===== src/rtl/bf_pkg.sv =====
// rtl/bf_pkg.sv - shared op-code constants and loop-controller state encoding
package bf_pkg;

    localparam logic [1:0] OP_OTHER = 2'b00;
    localparam logic [1:0] OP_OPEN  = 2'b01;
    localparam logic [1:0] OP_CLOSE = 2'b10;

    typedef enum logic [1:0] {
        ST_RUN   = 2'b00,
        ST_SKIP  = 2'b01,
        ST_JUMP  = 2'b10,
        ST_ERROR = 2'b11
    } lc_state_t;

endpackage


===== src/rtl/loop_ctrl_if.sv =====
// rtl/loop_ctrl_if.sv - decoded-op handshake between instruction decode and loop_ctrl
interface loop_ctrl_if #(
    parameter int WIDTH = 16
);
    logic             op_valid;
    logic             op_ready;
    logic [1:0]       op_code;
    logic [WIDTH-1:0] op_pc;
    logic             cell_zero;

    modport master (
        output op_valid,
        output op_code,
        output op_pc,
        output cell_zero,
        input  op_ready
    );

    modport slave (
        input  op_valid,
        input  op_code,
        input  op_pc,
        input  cell_zero,
        output op_ready
    );
endinterface


===== src/rtl/loop_ctrl.sv =====
// rtl/loop_ctrl.sv - bracket-matching controller owning the loop-return stack pointer
module loop_ctrl
    import bf_pkg::*;
#(
    parameter int DEPTH = 4,
    parameter int WIDTH = 16
) (
    input  logic             clk,
    input  logic             resetq,
    loop_ctrl_if.slave       op,
    output logic             jump_valid,
    output logic [WIDTH-1:0] jump_pc,
    output logic             skip,
    output logic [DEPTH-1:0] stk_ra,
    input  logic [WIDTH-1:0] stk_rd,
    output logic             stk_we,
    output logic [DEPTH-1:0] stk_wa,
    output logic [WIDTH-1:0] stk_wd,
    output logic [DEPTH:0]   depth,
    output logic             err_overflow,
    output logic             err_underflow
);

    localparam logic [DEPTH:0]   SP_FULL  = {1'b1, {DEPTH{1'b0}}};
    localparam logic [WIDTH-1:0] NEST_MAX = '1;

    lc_state_t        state_q, state_d;
    logic [DEPTH:0]   sp_q, sp_d;
    logic [WIDTH-1:0] nest_q, nest_d;
    logic [WIDTH-1:0] jump_pc_q, jump_pc_d;
    logic             skip_q, skip_d;
    logic             ovf_q, ovf_d;
    logic             unf_q, unf_d;
    logic             accept;

    assign op.op_ready = resetq && ((state_q == ST_RUN) || (state_q == ST_SKIP));
    assign accept      = op.op_valid && op.op_ready;

    // Stack read points at the top entry; a push in the previous cycle is already visible.
    assign stk_ra = sp_q[DEPTH-1:0] - DEPTH'(1);
    assign stk_wa = sp_q[DEPTH-1:0];
    assign stk_wd = op.op_pc;

    assign jump_valid    = (state_q == ST_JUMP);
    assign jump_pc       = jump_pc_q;
    assign skip          = skip_q;
    assign depth         = sp_q;
    assign err_overflow  = ovf_q;
    assign err_underflow = unf_q;

    always_ff @(posedge clk or negedge resetq) begin
        if (!resetq) begin
            state_q   <= ST_RUN;
            sp_q      <= '0;
            nest_q    <= '0;
            jump_pc_q <= '0;
            skip_q    <= 1'b0;
            ovf_q     <= 1'b0;
            unf_q     <= 1'b0;
        end else begin
            state_q   <= state_d;
            sp_q      <= sp_d;
            nest_q    <= nest_d;
            jump_pc_q <= jump_pc_d;
            skip_q    <= skip_d;
            ovf_q     <= ovf_d;
            unf_q     <= unf_d;
        end
    end

    always_comb begin
        state_d   = state_q;
        sp_d      = sp_q;
        nest_d    = nest_q;
        jump_pc_d = jump_pc_q;
        ovf_d     = ovf_q;
        unf_d     = unf_q;
        stk_we    = 1'b0;

        case (state_q)
            ST_RUN: begin
                if (accept) begin
                    case (op.op_code)
                        OP_OPEN: begin
                            if (op.cell_zero) begin
                                nest_d  = WIDTH'(1);
                                state_d = ST_SKIP;
                            end else if (sp_q == SP_FULL) begin
                                ovf_d   = 1'b1;
                                state_d = ST_ERROR;
                            end else begin
                                stk_we = 1'b1;
                                sp_d   = sp_q + (DEPTH+1)'(1);
                            end
                        end
                        OP_CLOSE: begin
                            if (sp_q == '0) begin
                                unf_d   = 1'b1;
                                state_d = ST_ERROR;
                            end else if (op.cell_zero) begin
                                sp_d = sp_q - (DEPTH+1)'(1);
                            end else begin
                                // Back-edge target is the op after the matching '['.
                                jump_pc_d = stk_rd + WIDTH'(1);
                                state_d   = ST_JUMP;
                            end
                        end
                        default: ;
                    endcase
                end
            end
            ST_SKIP: begin
                if (accept) begin
                    case (op.op_code)
                        OP_OPEN: begin
                            if (nest_q == NEST_MAX) begin
                                ovf_d   = 1'b1;
                                state_d = ST_ERROR;
                            end else begin
                                nest_d = nest_q + WIDTH'(1);
                            end
                        end
                        OP_CLOSE: begin
                            nest_d = nest_q - WIDTH'(1);
                            if (nest_q == WIDTH'(1)) begin
                                state_d = ST_RUN;
                            end
                        end
                        default: ;
                    endcase
                end
            end
            ST_JUMP:  state_d = ST_RUN;
            default:  state_d = ST_ERROR;
        endcase

        skip_d = (state_d == ST_ERROR) ? skip_q : (state_d == ST_SKIP);
    end

endmodule


===== src/flat_wrapper.sv =====
// flat-port wrapper written by rule: the top's interface ports become plain ports
module loop_ctrl_flat import bf_pkg::*;
#(
    parameter int DEPTH = 4,
    parameter int WIDTH = 16
)
  (clk, resetq, jump_valid, jump_pc, skip, stk_ra, stk_rd, stk_we, stk_wa, stk_wd, depth, err_overflow, err_underflow, op_op_valid, op_op_code, op_op_pc, op_cell_zero, op_op_ready);
  loop_ctrl_if #(.WIDTH(WIDTH)) op_i ();
  input  logic clk;
  input  logic resetq;
  output logic jump_valid;
  output logic [WIDTH-1:0] jump_pc;
  output logic skip;
  output logic [DEPTH-1:0] stk_ra;
  input  logic [WIDTH-1:0] stk_rd;
  output logic stk_we;
  output logic [DEPTH-1:0] stk_wa;
  output logic [WIDTH-1:0] stk_wd;
  output logic [DEPTH:0] depth;
  output logic err_overflow;
  output logic err_underflow;
  input wire logic [$bits(op_i.op_valid)-1:0] op_op_valid;
  input wire logic [$bits(op_i.op_code)-1:0] op_op_code;
  input wire logic [$bits(op_i.op_pc)-1:0] op_op_pc;
  input wire logic [$bits(op_i.cell_zero)-1:0] op_cell_zero;
  output wire logic [$bits(op_i.op_ready)-1:0] op_op_ready;
  assign op_i.op_valid = op_op_valid;
  assign op_i.op_code = op_op_code;
  assign op_i.op_pc = op_op_pc;
  assign op_i.cell_zero = op_cell_zero;
  assign op_op_ready = op_i.op_ready;
  loop_ctrl #(.DEPTH(DEPTH), .WIDTH(WIDTH)) u_core (.clk(clk), .resetq(resetq), .op(op_i), .jump_valid(jump_valid), .jump_pc(jump_pc), .skip(skip), .stk_ra(stk_ra), .stk_rd(stk_rd), .stk_we(stk_we), .stk_wa(stk_wa), .stk_wd(stk_wd), .depth(depth), .err_overflow(err_overflow), .err_underflow(err_underflow));
endmodule

===== config.mk =====
export PLATFORM = sky130hd
export DESIGN_NAME = loop_ctrl_flat
export DESIGN_NICKNAME = d
export VERILOG_FILES = /design/src/rtl/bf_pkg.sv /design/src/rtl/loop_ctrl_if.sv /design/src/rtl/loop_ctrl.sv /design/src/flat_wrapper.sv
export SDC_FILE = /design/constraint.sdc
export NUM_CORES = 1
export LEC_CHECK = 0
export BUFFER_PORTS_ARGS = -buffer_cell sky130_fd_sc_hd__buf_2
export CORE_ASPECT_RATIO = 1.5
export CORE_MARGIN = 4
export CORE_UTILIZATION = 35
export CTS_BUF_LIST = sky130_fd_sc_hd__clkbuf_16
export DETAILED_ROUTE_END_ITERATION = 6
export REMOVE_ABC_BUFFERS = 1
export SLEW_MARGIN = 15
export SYNTH_ARGS = -nofsm -noshare
export SYNTH_HDL_FRONTEND = slang
export SYNTH_SLANG_ARGS = --single-unit

===== constraint.sdc =====
create_clock -name clk -period 5.3 [get_ports clk]
set_clock_uncertainty 0.2 [all_clocks]
set_input_delay 1.06 -clock clk [delete_from_list [all_inputs] [get_ports clk]]
set_output_delay 1.06 -clock clk [all_outputs]
set_load 0.01 [all_outputs]

==> impl_metrics.tcl <==
set metrics [dict create \
    min_period_ps 3354 \
    dr.pass1.iters 4 \
    antenna_cells 0 \
    cp-start-kind "primary input" \
    mostFrequentLayoutCells "buf_2, dfrtp_1, nand2_1, xor2_1, nor2_1" \
    design_area_mm2 0.003229 \
    synth_seq_area_share 0.3699 \
    placed_cell_area_mm2 0.003070 \
    holdWs_ps 284.0 \
    grt_use_total 0.1465 \
    worst_slack_ps 1946 \
    grt_pass1_wl_um 11260 \
    fp.dieW_um 81.57 \
    relSlewSlack 0.4443 \
    holdBufCountCts 0 \
    yosysWarnings 0 \
    drive_above_1_share 0.2096 \
    insertion_delay_ps 280 \
    seqCellArea_mm2 0.001051 \
    crit_fanout 24 \
    htree_num_levels 2 \
    wire_per_inst_um 15.02 \
    cts_tree "built" \
    drtIter0Drc 130 \
    ys_ff_latch 42 \
    grt-ovfl-total 0 \
    timing.final.max_slew_violations 0 \
    status "finished, final reports clean" \
    setup_tns_ps 0 \
    synth_area_mm2 0.002841 \
    grt_pass1_vias 2244 \
    ys_types 59 \
    ys.flop_type "dfrtp_1" \
    clock.fmax_mhz 298.1 \
    ctsResizeCount 0 \
    core_mm2 0.007958 \
    tightestPinTransition_ps 822.0 \
    cts_made_buffers 5 \
    cp_slowest_cell "ha_1" \
    initial_core_util 0.3571 \
    max-clock-path-buffers 2 \
    grt_max_degree 45 \
    layout_commonest_cell "buf_2" \
    vias_per_cell 5.159 \
    cts_num_sinks 42 \
    hold_path.class "reg -> reg" \
    gp_congestion 0.8397 \
    crit_type "in -> reg" \
    port_buffers 56 \
    vias 2363 \
    critPathArrivalTime_ps 3360 \
    dp_slack_ps 1688 \
    drv_cap 0 \
    ios 89 \
    syn_inst 319 \
    async_flop_share 1.000 \
    ir_drop_uv 192.9 \
    syn2layout_area_growth_pct 13.65 \
    place_hpwl_um 5196 \
    power_mw 1.480 \
    clk_pin_slew_ps 60 \
    worst_ep_required_time_ps 5300 \
    num_rows 40 \
    rsz0062_at_grt "false" \
    synth-edff-count 0 \
    multiInputGateArea_mm2 0.001525 \
    timing.final.crit_share 0.6329 \
    post_cts_buffers 0 \
    drc 0 \
    dieArea_mm2 0.009654 \
    nets 403 \
    drt-total-wl_um 6881 \
    max_stage_delay_ps 690 \
    worstSetupEndpointType "register" \
    antenna_found_initial 0 \
    ant_nets 0 \
    setup_viol 0 \
    die_h_um 118.4 \
    p_leak_nw 1.471 \
    power_density_mw_per_mm2 458.3 \
    root_buffer "clkbuf_16" \
    fillers 814 \
    crit_chain "buf_2, inv_1, ha_1, or3b_2, nor4_4, o211ai_2, or3_1, a21oi_1" \
    avgSynthCellArea_um2 8.907 \
    hold_viol 0 \
]
## final timing paths
| path | from | end | slack, ps | cells after the start |
|---|---|---|---|---|
| max in group asynchronous | resetq | u_core.jump_pc[14]$_DFFE_PN0P_ | 3840 | 2 |
| worst max register to register | u_core.nest_q[0]$_DFFE_PN0P_ | u_core.skip$_DFFE_PN0P_ | 2530 | 6 |
| worst max-delay path | op_op_code[0] | u_core.nest_q[15]$_DFFE_PN0P_ | 1950 | 8 |
| min in group asynchronous | resetq | u_core.state_q[0]$_DFF_PN0_ | 680 | 2 |
| worst min register to register | u_core.jump_pc[8]$_DFFE_PN0P_ | u_core.jump_pc[8]$_DFFE_PN0P_ | 280 | 2 |
| worst min-delay path | u_core.jump_pc[8]$_DFFE_PN0P_ | u_core.jump_pc[8]$_DFFE_PN0P_ | 280 | 2 |
## kinds of logic after synthesis
kind of cell / count (synthesis) / share of synthesized area
fa+ha+maj: 12 / 0.05548
buf+inv: 48 / 0.09555
mux: 3 / 0.01101
compound gates: 54 / 0.1198
flops: 42 / 0.3699
xor+xnor: 33 / 0.1017
simple gates: 127 / 0.2466
## flip-flops by register name, indices dropped and copies added, names as in the netlist
name / count
u_core.depth: 5
u_core.err_overflow: 1
u_core.err_underflow: 1
u_core.jump_pc: 16
u_core.nest_q: 16
u_core.skip: 1
u_core.state_q: 2
## worst max-delay path, delay by kind of cell
family,cells,cell delay (ps)
buffers and inverters,2,160
and+or+nand+nor,3,1150
AOI/OAI and AO/OA,2,300
adders and majority gates,1,690
## final cells by class
cell class	instances	share of cell area
Inverter	16	0.01860
Sequential cell	42	0.3255
Tap cell	105	0.04068
Clock inverter	2	0.01046
Timing Repair Buffer	59	0.09376
Multi-Input combinational cell	229	0.4723
Clock buffer	5	0.03874
## power breakdown
part	leakage (nW)	switching [mW]	total [mW]	internal, mW
clock	0.0773	0.115	0.333	0.218
combinational	0.832	0.340	0.598	0.259
sequential	0.562	0.128	0.549	0.421
total	1.47	0.582	1.48	0.898
## synth_stat cells, types with 4 or more instances
cell type	n	area share
a21oi_1	7	0.012
buf_4	20	0.053
clkbuf_1	6	0.0079
dfrtp_1	42	0.37
ha_1	11	0.048
inv_1	14	0.018
nand2_1	33	0.044
nand3_1	13	0.023
nand4_1	6	0.013
nor2_1	21	0.028
nor3_1	13	0.023
nor4_1	6	0.013
o211ai_1	4	0.011
o21ai_0	4	0.0070
o21ai_1	20	0.035
xnor2_1	10	0.031
xor2_1	23	0.071
## routing by layer
metal  share of wire  GRT usage  up-vias
met5               0          0        -
met3           0.070    0.04192        2
met4          0.0045    0.03119        0
met2            0.50     0.2388       86
met1            0.42     0.1911     1112
li1                -          -     1163
## per-stage QoR
step / instances / util
final: 458 / 0.4058
after global placement: 451 / 0.3858
after floorplan: 287 / -
after CTS: 458 / 0.4058
after global routing: 458 / 0.4058
after detailed placement: 451 / 0.3858
No activity file was read; power rests on OpenSTA's default activity.
